<file path="config.mk">
export PLATFORM = sky130hd
export DESIGN_NAME = req_ack_initiator
export DESIGN_NICKNAME = d
export VERILOG_FILES = /design/src/rtl/req_ack_initiator.sv
export SDC_FILE = /design/constraint.sdc
export NUM_CORES = 1
export LEC_CHECK = 0
export BUFFER_PORTS_ARGS = -buffer_cell sky130_fd_sc_hd__buf_2
export CORE_ASPECT_RATIO = 1.75
export CORE_UTILIZATION = 60
export CTS_BUF_LIST = sky130_fd_sc_hd__clkbuf_2 sky130_fd_sc_hd__clkbuf_4 sky130_fd_sc_hd__clkbuf_8
export CTS_CLUSTER_SIZE = 28
export DETAILED_ROUTE_END_ITERATION = 16
export PLACE_DENSITY = 0.92
export SETUP_SLACK_MARGIN = 0.5
export SLEW_MARGIN = 5
export SYNTH_ARGS = -nofsm -noshare
export SYNTH_HDL_FRONTEND = slang
export SYNTH_SLANG_ARGS = --single-unit
</file>
<file path="constraint.sdc">
create_clock -name clk -period 6.89 [get_ports clk]
set_input_delay 2.067 -clock clk [delete_from_list [all_inputs] [get_ports clk]]
set_output_delay 2.067 -clock clk [all_outputs]
set_load 0.005 [all_outputs]
</file>
<file path="src/rtl/req_ack_initiator.sv">
// req_ack_initiator: FIFO-buffered requester driving a four-phase or streaming req/ack handshake,
// with an optional per-word ack timeout that drops unacknowledged words.
module req_ack_initiator #(
  parameter int DATA_W      = 32,
  parameter int FIFO_DEPTH  = 4,
  parameter int STREAM_MODE = 0,
  parameter int TIMEOUT     = 0
) (
  input  logic                          clk,
  input  logic                          rstn,
  input  logic                          cmd_valid,
  output logic                          cmd_ready,
  input  logic [DATA_W-1:0]             cmd_data,
  output logic                          req,
  output logic [DATA_W-1:0]             req_data,
  input  logic                          ack,
  output logic                          done_pulse,
  output logic                          timeout_pulse,
  output logic                          busy,
  output logic [$clog2(FIFO_DEPTH):0]   fifo_count
);
  localparam int AW = $clog2(FIFO_DEPTH);
  localparam int TW = TIMEOUT > 0 ? $clog2(TIMEOUT + 1) : 1;
  localparam int TL = TIMEOUT > 0 ? TIMEOUT - 1 : 0;
  localparam logic [AW:0]   FULL   = FIFO_DEPTH[AW:0];
  localparam logic [TW-1:0] T_LAST = TL[TW-1:0];
  localparam logic [TW-1:0] T_MAX  = TIMEOUT[TW-1:0];

  typedef enum logic [1:0] {IDLE, REQ, WAIT_LOW} state_t;

  state_t            state_q, state_d;
  logic [DATA_W-1:0] mem_q [FIFO_DEPTH];
  logic [AW-1:0]     wr_q, rd_q;
  logic [AW:0]       cnt_q, cnt_d;
  logic [TW-1:0]     tmo_q, tmo_d;
  logic              req_q, done_q, tout_q;
  logic              push, pop, tmo_hit;

  assign cmd_ready     = cnt_q != FULL;
  assign push          = cmd_valid && cmd_ready;
  assign req           = STREAM_MODE > 0 ? cnt_q != '0 : req_q;
  assign req_data      = mem_q[rd_q];
  // The cycle that would make the count reach TIMEOUT is the last one; ack wins over it.
  assign tmo_hit       = TIMEOUT > 0 && tmo_q == T_LAST;
  assign pop           = req && (ack || tmo_hit);
  assign cnt_d         = cnt_q + (AW+1)'(push) - (AW+1)'(pop);
  assign tmo_d         = (!req || pop) ? '0 : (tmo_q != T_MAX ? tmo_q + 1'b1 : tmo_q);
  assign done_pulse    = done_q;
  assign timeout_pulse = tout_q;
  assign busy          = cnt_q != '0 || state_q != IDLE;
  assign fifo_count    = cnt_q;

  always_comb begin
    state_d = STREAM_MODE > 0 ? IDLE :
              state_q == IDLE ? (cnt_q != '0 ? REQ : IDLE) :
              state_q == REQ  ? (pop ? WAIT_LOW : REQ) :
              ack             ? WAIT_LOW :
              cnt_d != '0     ? REQ : IDLE;
  end

  always_ff @(posedge clk or negedge rstn) begin
    if (!rstn) begin
      state_q <= IDLE;
      req_q   <= 1'b0;
      done_q  <= 1'b0;
      tout_q  <= 1'b0;
      tmo_q   <= '0;
      wr_q    <= '0;
      rd_q    <= '0;
      cnt_q   <= '0;
    end else begin
      state_q <= state_d;
      req_q   <= state_d == REQ;
      done_q  <= req && ack;
      tout_q  <= req && !ack && tmo_hit;
      tmo_q   <= tmo_d;
      cnt_q   <= cnt_d;
      if (push) wr_q <= wr_q + 1'b1;
      if (pop) rd_q <= rd_q + 1'b1;
    end
  end

  always_ff @(posedge clk) begin
    if (push) mem_q[wr_q] <= cmd_data;
  end
endmodule
</file>
### Word-level counts from Yosys, hierarchy flattened

Memories as Yosys holds them, arrays and structs flattened.
Index checks and enable logic that the tools add are counted.

* register bits after elaboration: 11
* latch bits: 0
* RAM bits: 128
* bits in read-only memories: 0
* input bits: 36
* output and inout bits: 40
* word-level logic and storage cells: 29
* memories kept: 1

Memory list
* mem_q: words 4, width 32, read ports 1, clocked after memory_dff 0, write ports 1, RTL line 32 `logic [DATA_W-1:0] mem_q [FIFO_DEPTH];`

* add/subtract/negate cells: 4
* $mul: 0
* divide/modulo/power cells: 0
* order comparisons: 0
* equality and inequality tests: 3
* shifts and indexed selects: 0
* multiplexer cells: 8
* bitwise logic cells: 0
* reductions and logical operators: 7

Operators with widths (count)
* $mux 2: 4
* $reduce_bool 3->1: 2
* $add 2x1->2 const B: 2
* $eq 2x1->1 const B: 2
* $mux 1: 4
* $add 3x1->3: 1
* $ne 3x3->1 const B: 1
* $sub 3x1->3: 1
* $logic_and 1x1->1: 2
* $logic_not 2->1: 1
* $reduce_bool 2->1: 1
* $logic_or 1x1->1: 1

### Logic depth before layout (Yosys ltp)

Gate-level depths: netlist (run 1).

* depth in word-level cells: 10
* mapped depth: 10
* mapped depth without buffers: 10

### Least setup slack after synthesis (run 1)

No wires, ideal clock.

* path type: input -> register
* from: input port cmd_valid
* to: register req_q, in the netlist req
* library setup time: 0.120 ns
* arrival: 4.086 ns
* data required time: 6.770 ns
* setup slack: 2.684 ns
* cell stages on the path: 8
* path buffers: 0
* path through: a21boi_1 -> inv_1 -> ha_1 -> inv_1 -> ha_1 -> fa_1 -> or4_1 -> and3b_1

* word-level cells in the longest chain between the ends: 9

Ends and longest elaborated chain
* from (decl): RTL line 11 `input logic cmd_valid,`
* $logic_and 1x1->1: RTL line 40 `assign push = cmd_valid && cmd_ready;`
* $add 3x1->3: RTL line 46 `assign cnt_d = cnt_q + (AW+1)'(push) - (AW+1)'(pop);`
* $sub 3x1->3: RTL line 46
* named net cnt_d[1]: RTL line 34 `logic [AW:0] cnt_q, cnt_d;`
* $reduce_bool 3->1: RTL line 58 `cnt_d != '0 ? REQ : IDLE;`
* $mux 1: RTL line 58
* $mux 2: RTL line 57 `ack ? WAIT_LOW :`
* $mux 2: RTL line 56 `state_q == REQ ? (pop ? WAIT_LOW : REQ) :`
* $mux 2: RTL line 55 `state_q == IDLE ? (cnt_q != '0 ? REQ : IDLE) :`
* $eq 2x1->1: RTL line 73 `req_q <= state_d == REQ;`
* to (signal assigned): RTL line 64 `req_q <= 1'b0;`
* to (signal assigned): RTL line 73
* to (decl): RTL line 36 `logic req_q, done_q, tout_q;`

The timed path passes the listed nets, and every way through them passes these cells.
A chain may end at the register's enable or synchronous reset.

### Worst setup path in the final report (run 1)

* from: register rd_q[0]
* to: output port req_data[27]

* word-level cells in the longest chain between the ends: 1

Ends and longest elaborated chain
* from (decl): RTL line 33 `logic [AW-1:0] wr_q, rd_q;`
* from (signal assigned): RTL line 79 `if (pop) rd_q <= rd_q + 1'b1;`
* $mem_v2 4x32
* to (decl): RTL line 15 `output logic [DATA_W-1:0] req_data,`

Every way passes these cells.

==> results.py, run 1 <==
metrics = {
    "setup_path": {
        "crit_type": "reg2out",
        "endpoint_kind": "output pin",
        "crit_slowest_cell": "mux4_2",
        "cp.arrival_ns": 2.23,
        "worstSetupStartpointType": "register",
        "cpPeakStageDelay_ns": 0.61,
        "path_max_fanout": 27,
        "critPathBufInv": 2,
        "path_cells": "buf_4, mux4_2, buf_2",
        "worstPathRequired_ns": 4.82,
        "crit_family": "buffers and inverters",
    },
    "worst_hold_path": {
        "hp-class": "reg2reg",
    },
    "detailed_routing": {
        "ant_nets": 0,
        "wire_per_inst_microns": 19.7,
        "avgViaCountPerCell": 5.46,
        "firstDrtPassIters": 4,
        "drt_wl_total_microns": 8470,
        "vias": 2342,
        "drtIter0Drc": 131,
        "drc_errors": 0,
    },
    "layout": {
        "drive_gt1_share_pct": 46.2,
        "area_growth_pct": 17.9,
        "final_cell_mix": "128 x edfxtp_1, 74 x buf_2, 32 x mux4_2",
        "fin_util_pct": 73.2,
        "fin_nets": 344,
        "num_antenna_cells": 0,
        "final.fill_count": 482,
        "layout_commonest_cell": "edfxtp_1",
    },
    "clocking": {
        "cts.htree.levels": 4,
        "cts.sinks": 139,
        "cts-resized-gates": 0,
        "cts_tree": "built",
        "insertion_delay_ns": 0.42,
        "cts-root-buf": "clkbuf_8",
        "path_clk_slew_ns": 0.08,
        "cts_buffers": 17,
        "clock_path_buffers": 2,
        "post_cts_buffers": 0,
        "hold_buffers": 0,
    },
    "synth": {
        "async_flop_share_pct": 7.91,
        "synth_top_area_cell": "edfxtp_1",
        "ys_seq_area_share_pct": 79.8,
        "avgSynthCellArea_sq_um": 24.0,
        "syn_inst": 215,
        "synthesis.area_sq_um": 5160,
        "netlist.area_leader.share_pct": 74.5,
        "synth_area_leaders": "edfxtp_1 74%, mux4_2 14%, dfrtp_1 5.3%",
        "syn_nets": 258,
        "synth-seq-cells": 139,
        "synth_warnings": 0,
        "synth_edf_count": 128,
        "synth_flop_cell": "edfxtp_1",
        "ys_types": 23,
    },
    "timing": {
        "finalMaxSlewViolations": 0,
        "fin_crit_sh_pct": 62.4,
        "worst_pin_slew_ns": 0.864,
        "setup_ws_ns": 2.59,
        "timing.fmax_mhz": 232,
        "finClkSkew_ns": 0.00888,
        "maxSlewHeadroom_pct": 42.4,
        "finalSetupTns_ns": 0,
        "rsz0062_at_grt": "no",
        "period_minus_slack_ns": 4.30,
        "hold_viol_final": 0,
        "final-setup-viol-count": 0,
    },
    "floorplan": {
        "die_width_microns": 72.1,
        "die_y_microns": 125,
        "initial_core_util_pct": 62.1,
        "num_rows": 44,
        "core_sq_um": 8310,
        "top_level_ports": 76,
        "dieArea_sq_um": 8990,
    },
    "placed_design": {
        "hpwl_microns": 5230,
        "gp_routability_congestion": 0.702,
        "io_buffers": 74,
        "dp_slack_ns": 2.38,
    },
    "global_routing": {
        "antenna_found_initial": 0,
        "grt_util_all_layers_pct": 21.4,
        "grt_pass1_wl_microns": 13300,
        "grt_start_max_net_pins": 33,
        "overflow": 0,
        "grt_pass1_vias": 2524,
    },
    "flow_run": {
        "drv_cap": 0,
    },
    "power_and_ir_drop": {
        "total_power_w": 0.00258,
        "vdd_ir_drop_max_uv": 296,
        "p_leak_nw": 2.15,
        "powerDensity_nw_per_um2": 424,
    },
    "run_status": {
        "status": "finished, final reports clean",
    },
}
[Yosys cell counts (all sizes together), types with 2 or more instances]
cell type  count
clkbuf         4
xnor2          2
dfrtp         11
ha             6
edfxtp       128
nand2          3
inv            6
mux4          32
and3b          2
and2           5
buf            5
[layout make-up]
class	count	area, sq um	area share, %
sequential	139	4120	67.7
multi-input combinational	61	981	16.1
timing repair buffer	76	385	6.33
clock buffer	17	234	3.84
clock inverter	15	199	3.27
tap	115	144	2.36
inverter	6	22.5	0.370
[power by group]
part | switching, W | total, W | internal (W)
clock network | 0.000299 | 0.000692 | 0.000393
logic | 0.000341 | 0.000694 | 0.000353
registers | 0.0000686 | 0.00119 | 0.00112
[final timing paths]
kind,startpoint,end,slack [ns],cells after the start
setup reg to reg,fifo_count[1],state_q[0],4.03,9
setup / recovery,rd_q[0],req_data[27],2.59,3
hold reg to reg,rd_q[1],rd_q[1],0.57,1
max in group asynchronous,rstn,rd_q[0],5.16,1
min in group asynchronous,rstn,wr_q[1],1.50,1
hold / removal,rd_q[1],rd_q[1],0.57,1
[cell families (layout without fill, tap and decap cells)]
kind of cell	Yosys count	count (layout)	share of synthesized area (%)
AOI/OAI and AO/OA	2	2	0.267
xor gates and xnor gates	4	4	0.946
adders and majority gates	7	7	1.84
buffers and inverters	15	114	1.26
DFF	139	139	79.8
muxes	33	33	14.2
other	1	1	0.0727
and+or+nand+nor	14	14	1.60
[worst register-to-register path, cell delays in order (launching register included)]
cell	delay, ns
dfrtp_1	0.40
nor2_1	0.09
a21boi_1	0.43
inv_1	0.09
ha_1	0.29
inv_1	0.04
ha_1	0.18
fa_1	0.47
or4_1	0.55
and3b_1	0.21
[registers in the layout, summed over array words and instances, names as in the netlist]
| register | count |
|---|---|
| done_pulse | 1 |
| fifo_count | 3 |
| mem_q | 128 |
| rd_q | 2 |
| req | 1 |
| state_q | 2 |
| wr_q | 2 |
[per-stage QoR]
step | std cells | instance area (sq um) | hold slack (ns)
after CTS | 429 | 6090 | 0.582
after global routing | 429 | 6090 | 0.610
final | 429 | 6090 | 0.572
after global placement | 397 | 5650 | 0.534
after floorplan | 215 | 5160 | 0.534
after detailed placement | 397 | 5650 | 0.550
[routing by layer]
metal / wire length, microns / track usage [%]
met2: 4840 / 36.3
met4: 194 / 11.9
met1: 3140 / 24.2
met3: 289 / 5.26
met5: 0 / 0
No activity file was read; power rests on OpenSTA's default activity.
==> run 2: changes to the inputs <==
--- a/config.mk
+++ b/config.mk
@@ -7,11 +7,11 @@
 export LEC_CHECK = 0
 export BUFFER_PORTS_ARGS = -buffer_cell sky130_fd_sc_hd__buf_2
 export CORE_ASPECT_RATIO = 1.75
-export CORE_UTILIZATION = 60
+export CORE_UTILIZATION = 59
 export CTS_BUF_LIST = sky130_fd_sc_hd__clkbuf_2 sky130_fd_sc_hd__clkbuf_4 sky130_fd_sc_hd__clkbuf_8
 export CTS_CLUSTER_SIZE = 28
 export DETAILED_ROUTE_END_ITERATION = 16
-export PLACE_DENSITY = 0.92
+export PLACE_DENSITY = 0.91
 export SETUP_SLACK_MARGIN = 0.5
 export SLEW_MARGIN = 5
 export SYNTH_ARGS = -nofsm -noshare
==> constraint.sdc (replaced) <==
create_clock -name clk -period 4.05 [get_ports clk]
set_input_delay 1.215 -clock clk [delete_from_list [all_inputs] [get_ports clk]]
set_output_delay 1.215 -clock clk [all_outputs]
set_load 0.005 [all_outputs]
==> results.py, run 2 (synthesis results as in run 1) <==
metrics = {
    "run_status": {
        "status": "finished, final reports clean",
    },
    "detailed_routing": {
        "avgViaCountPerCell": 5.54,
        "firstDrtPassIters": 4,
        "drc_errors": 0,
        "wire_per_inst_microns": 20.5,
        "ant_nets": 0,
        "vias": 2383,
        "drtIter0Drc": 145,
        "drt_wl_total_microns": 8810,
    },
    "global_routing": {
        "antenna_found_initial": 0,
        "grt_start_max_net_pins": 33,
        "overflow": 0,
        "grt_util_all_layers_pct": 21.6,
        "grt_pass1_wl_microns": 13400,
        "grt_pass1_vias": 2576,
    },
    "placed_design": {
        "io_buffers": 74,
        "hpwl_microns": 5050,
        "gp_routability_congestion": 0.700,
        "placedInstanceArea_sq_um": 5690,
    },
    "floorplan": {
        "top_level_ports": 76,
        "die_y_microns": 126,
        "die_width_microns": 72.7,
        "num_rows": 44,
        "core_sq_um": 8370,
        "initial_core_util_pct": 61.7,
        "dieArea_sq_um": 9140,
    },
    "clocking": {
        "cts.sinks": 139,
        "path_clk_slew_ns": 0.08,
        "cts_buffers": 17,
        "cts-resized-gates": 0,
        "cts-root-buf": "clkbuf_8",
        "clock_path_buffers": 2,
        "hold_buffers": 0,
        "cts.htree.levels": 4,
        "insertion_delay_ns": 0.43,
        "post_cts_buffers": 0,
        "cts_tree": "built",
    },
    "layout": {
        "final_cell_mix": "128 x edfxtp_1, 74 x buf_2, 32 x mux4_2",
        "fin_nets": 345,
        "final_area_sq_um": 6170,
        "num_antenna_cells": 0,
        "regMostFlops": "mem_q",
        "drive_gt1_share_pct": 45.4,
        "multi_input_area_sq_um": 981,
        "regArea_sq_um": 4120,
        "largest_reg_flops": 128,
        "layout_commonest_cell": "edfxtp_1",
        "final.fill_count": 498,
        "area_growth_pct": 19.6,
    },
    "setup_path": {
        "crit_type": "reg2out",
        "worstPathRequired_ns": 2.83,
        "cpPeakStageDelay_ns": 0.68,
        "worstSetupStartpointType": "register",
        "path_cells": "buf_12, mux4_2, buf_2",
        "cp.arrival_ns": 2.10,
        "endpoint_kind": "output pin",
        "path_max_fanout": 22,
        "crit_slowest_cell": "dfrtp_2",
    },
    "timing": {
        "finalSetupTns_ns": 0,
        "rsz0062_at_grt": "no",
        "maxSlewHeadroom_pct": 41.9,
        "finalMaxSlewViolations": 0,
        "hold_viol_final": 0,
        "final-setup-viol-count": 0,
        "fin_crit_sh_pct": 81.9,
        "holdWs_ns": 0.590,
        "timing.fmax_mhz": 301,
        "period_minus_slack_ns": 3.32,
        "worst_pin_slew_ns": 0.871,
        "finClkSkew_ns": 0.0108,
    },
    "power_and_ir_drop": {
        "vdd_ir_drop_max_uv": 538,
        "powerDensity_nw_per_um2": 747,
        "p_leak_nw": 2.21,
    },
    "worst_hold_path": {
        "hp-class": "reg2reg",
    },
    "flow_run": {
        "drv_cap": 0,
    },
}
## run 2: cell count changes in the layout (fill, tap and decap cells not counted)
cell,previous run,this run
inv_6,1,0
buf_12,0,2
clkinvlp_4,7,1
buf_4,2,1
bufinv_16,4,7
clkinv_1,1,4
clkinv_2,1,2
## run 2: path summary, 6_finish.rpt
path	cells after the start	to	slack (ns)	start
setup / recovery	3	req_data[28]	0.73	rd_q[0]
min in group asynchronous	1	state_q[0]	0.64	rstn
setup reg to reg	10	state_q[0]	1.31	fifo_count[1]
hold reg to reg	1	fifo_count[0]	0.59	fifo_count[0]
hold / removal	1	fifo_count[0]	0.59	fifo_count[0]
max in group asynchronous	1	rd_q[0]	3.18	rstn
## run 2: worst max-delay path, delay by kind of cell, from the launching register on
family	cells	cell delay, ns
buf+inv	2	0.43
flops	1	0.68
mux	1	0.56
## run 2: stage by stage
step	power (W)	instances	util (%)	setup WS (ns)
after global routing	0.00480	430	73.7	0.607
after floorplan	0.00280	215	-	0.696
after detailed placement	0.00331	398	67.9	0.536
after global placement	0.00324	398	67.9	0.663
after CTS	0.00467	430	73.7	0.663
final	0.00461	430	73.7	0.732
## run 2: area by class of cell
cell class	instances	area share (%)
clock buffer	17	3.79
multi-input combinational	61	15.9
sequential	139	66.8
timing repair buffer	77	6.77
clock inverter	15	4.08
tap	115	2.33
inverter	6	0.365
## run 2: where the power goes
| group | internal, W | total [W] | switching [W] |
|---|---|---|---|
| Combinational | 0.000634 | 0.00119 | 0.000560 |
| Sequential | 0.00191 | 0.00207 | 0.000162 |
| Clock | 0.000847 | 0.00134 | 0.000492 |
| Total | 0.00339 | 0.00461 | 0.00121 |
## run 2: layer usage
layer	routed length, microns	part of all wire (%)	track usage [%]	up-vias
met2	4840	55	35.2	89
li1	-	-	-	1055
met3	457	5.2	8.48	20
met4	258	2.9	10.1	0
met1	3260	37	24.8	1219
met5	0	0	0	-
==> run 3: changes to the inputs <==
--- a/config.mk
+++ b/config.mk
@@ -7,11 +7,11 @@
 export LEC_CHECK = 0
 export BUFFER_PORTS_ARGS = -buffer_cell sky130_fd_sc_hd__buf_2
 export CORE_ASPECT_RATIO = 1.75
-export CORE_UTILIZATION = 59
+export CORE_UTILIZATION = 53
 export CTS_BUF_LIST = sky130_fd_sc_hd__clkbuf_2 sky130_fd_sc_hd__clkbuf_4 sky130_fd_sc_hd__clkbuf_8
 export CTS_CLUSTER_SIZE = 28
 export DETAILED_ROUTE_END_ITERATION = 16
-export PLACE_DENSITY = 0.91
+export PLACE_DENSITY = 0.87
 export SETUP_SLACK_MARGIN = 0.5
 export SLEW_MARGIN = 5
 export SYNTH_ARGS = -nofsm -noshare
==> constraint.sdc (replaced) <==
create_clock -name clk -period 3 [get_ports clk]
set_input_delay 0.9 -clock clk [delete_from_list [all_inputs] [get_ports clk]]
set_output_delay 0.9 -clock clk [all_outputs]
set_load 0.005 [all_outputs]
==> results.py, run 3 (synthesis results as in run 1) <==
metrics = {
    "floorplan": {
        "die_width_microns": 76.6,
        "core_sq_um": 9470,
        "num_rows": 47,
        "top_level_ports": 76,
        "die_y_microns": 133,
        "dieArea_sq_um": 10100,
        "initial_core_util_pct": 54.5,
    },
    "timing": {
        "fin_crit_sh_pct": 89.2,
        "rsz0062_at_grt": "yes",
        "finClkSkew_ns": 0.00872,
        "final-setup-viol-count": 0,
        "period_minus_slack_ns": 2.68,
        "finalMaxSlewViolations": 0,
        "hold_viol_final": 0,
        "setup_ws_ns": 0.325,
        "finalSetupTns_ns": 0,
        "holdWs_ns": 0.321,
        "timing.fmax_mhz": 374,
    },
    "run_status": {
        "status": "finished, final reports clean",
    },
    "global_routing": {
        "antenna_found_initial": 1,
        "grt_util_all_layers_pct": 19.9,
        "grt_start_max_net_pins": 24,
        "grt_pass1_vias": 2653,
        "grt_pass1_wl_microns": 14000,
        "overflow": 0,
    },
    "detailed_routing": {
        "wire_per_inst_microns": 20.0,
        "drc_errors": 0,
        "ant_nets": 0,
        "vias": 2453,
        "drtIter0Drc": 174,
        "avgViaCountPerCell": 5.37,
        "drt_wl_total_microns": 9150,
        "firstDrtPassIters": 4,
    },
    "worst_hold_path": {
        "hp-class": "in2async",
    },
    "power_and_ir_drop": {
        "powerDensity_nw_per_um2": 991,
        "p_leak_nw": 2.29,
        "vdd_ir_drop_max_uv": 702,
    },
    "layout": {
        "fin_nets": 364,
        "layout.cells.non_filler": 457,
        "final_cell_mix": "128 x edfxtp_1, 73 x buf_2, 32 x mux4_2",
        "final_area_sq_um": 6340,
        "largest_reg_flops": 128,
        "multi_input_area_sq_um": 1010,
        "final.fill_count": 584,
        "area_growth_pct": 22.9,
        "drive_gt1_share_pct": 51.8,
        "regArea_sq_um": 4130,
        "regMostFlops": "mem_q",
        "layout_commonest_cell": "edfxtp_1",
    },
    "clocking": {
        "insertion_delay_ns": 0.44,
        "cts_buffers": 17,
        "cts_tree": "built",
        "clock_path_buffers": 2,
        "cts-root-buf": "clkbuf_8",
        "hold_buffers": 0,
        "cts.sinks": 139,
        "path_clk_slew_ns": 0.07,
        "cts.htree.levels": 4,
    },
    "setup_path": {
        "path_max_fanout": 15,
        "cpPeakStageDelay_ns": 0.52,
        "crit_path_start": "rd_q[0]",
        "r2r_start": "fifo_count[0]",
        "crit_type": "reg2out",
        "crit_slowest_cell": "mux4_2",
        "worstPathRequired_ns": 2.10,
        "endpoint_kind": "output pin",
        "worstSetupStartpointType": "register",
        "path_cells": "buf_12, mux4_2, buf_2",
        "cp.arrival_ns": 1.78,
    },
    "placed_design": {
        "dp_cells": 415,
        "io_buffers": 74,
        "gp_routability_congestion": 0.707,
        "hpwl_microns": 6040,
        "placedInstanceArea_sq_um": 5780,
        "dp_slack_ns": -0.0477,
    },
    "flow_run": {
        "drv_cap": 0,
    },
}
run 3: final timing paths:
| kind | end | slack [ns] | depth (start not counted) |
|---|---|---|---|
| hold reg to reg | wr_q[1] | 0.59 | 1 |
| setup reg to reg | req | 0.52 | 9 |
| setup / recovery | req_data[27] | 0.32 | 3 |
| hold / removal | fifo_count[0] | 0.32 | 1 |
| min in group clk | wr_q[1] | 0.59 | 1 |
| max in group asynchronous | rd_q[0] | 2.45 | 1 |
run 3: layout make-up:
type,instances,area share (%)
Antenna cell,1,0.0395
Clock buffer,21,4.56
Clock inverter,11,2.60
Inverter,6,0.355
Multi-Input combinational cell,61,15.9
Sequential cell,139,65.0
Tap cell,122,2.41
Timing Repair Buffer,96,9.06
run 3: what timing repair did:
| action | CTS | global route |
|---|---|---|
| setup buffers | 3 | 6 |
| endpoints found under the setup margin | 34 | 34 |
| pin swaps | 4 | 1 |
| cloned | 0 | 0 |
| gates resized for setup | 10 | 1 |
run 3: where the power goes:
group | internal [W] | leakage (nW) | switching, W
sequential | 0.00258 | 1.30 | 0.000151
clock | 0.000989 | 0.221 | 0.000659
combinational | 0.00101 | 0.774 | 0.000893
total | 0.00458 | 2.29 | 0.00170
run 3: metal layers:
layer | GRT usage, % | vias to the layer above | routed length (microns)
li1 | - | 1101 | -
met1 | 21.7 | 1236 | 3340
met2 | 32.4 | 89 | 4890
met3 | 8.07 | 27 | 606
met4 | 11.6 | 0 | 313
met5 | 0 | - | 0
run 3: stage by stage:
step,total power (W),utilization (%)
after detailed placement,0.00455,61.1
after CTS,0.00628,66.5
after global placement,0.00446,61.1
after floorplan,0.00379,-
after global routing,0.00657,67.0
final,0.00629,67.0
run 3: worst max-delay path: cells and delay by family, from the launching register on:
kind | cells | cell delay, ns
multiplexers | 1 | 0.52
flip-flops | 1 | 0.47
buffers and inverters | 2 | 0.33
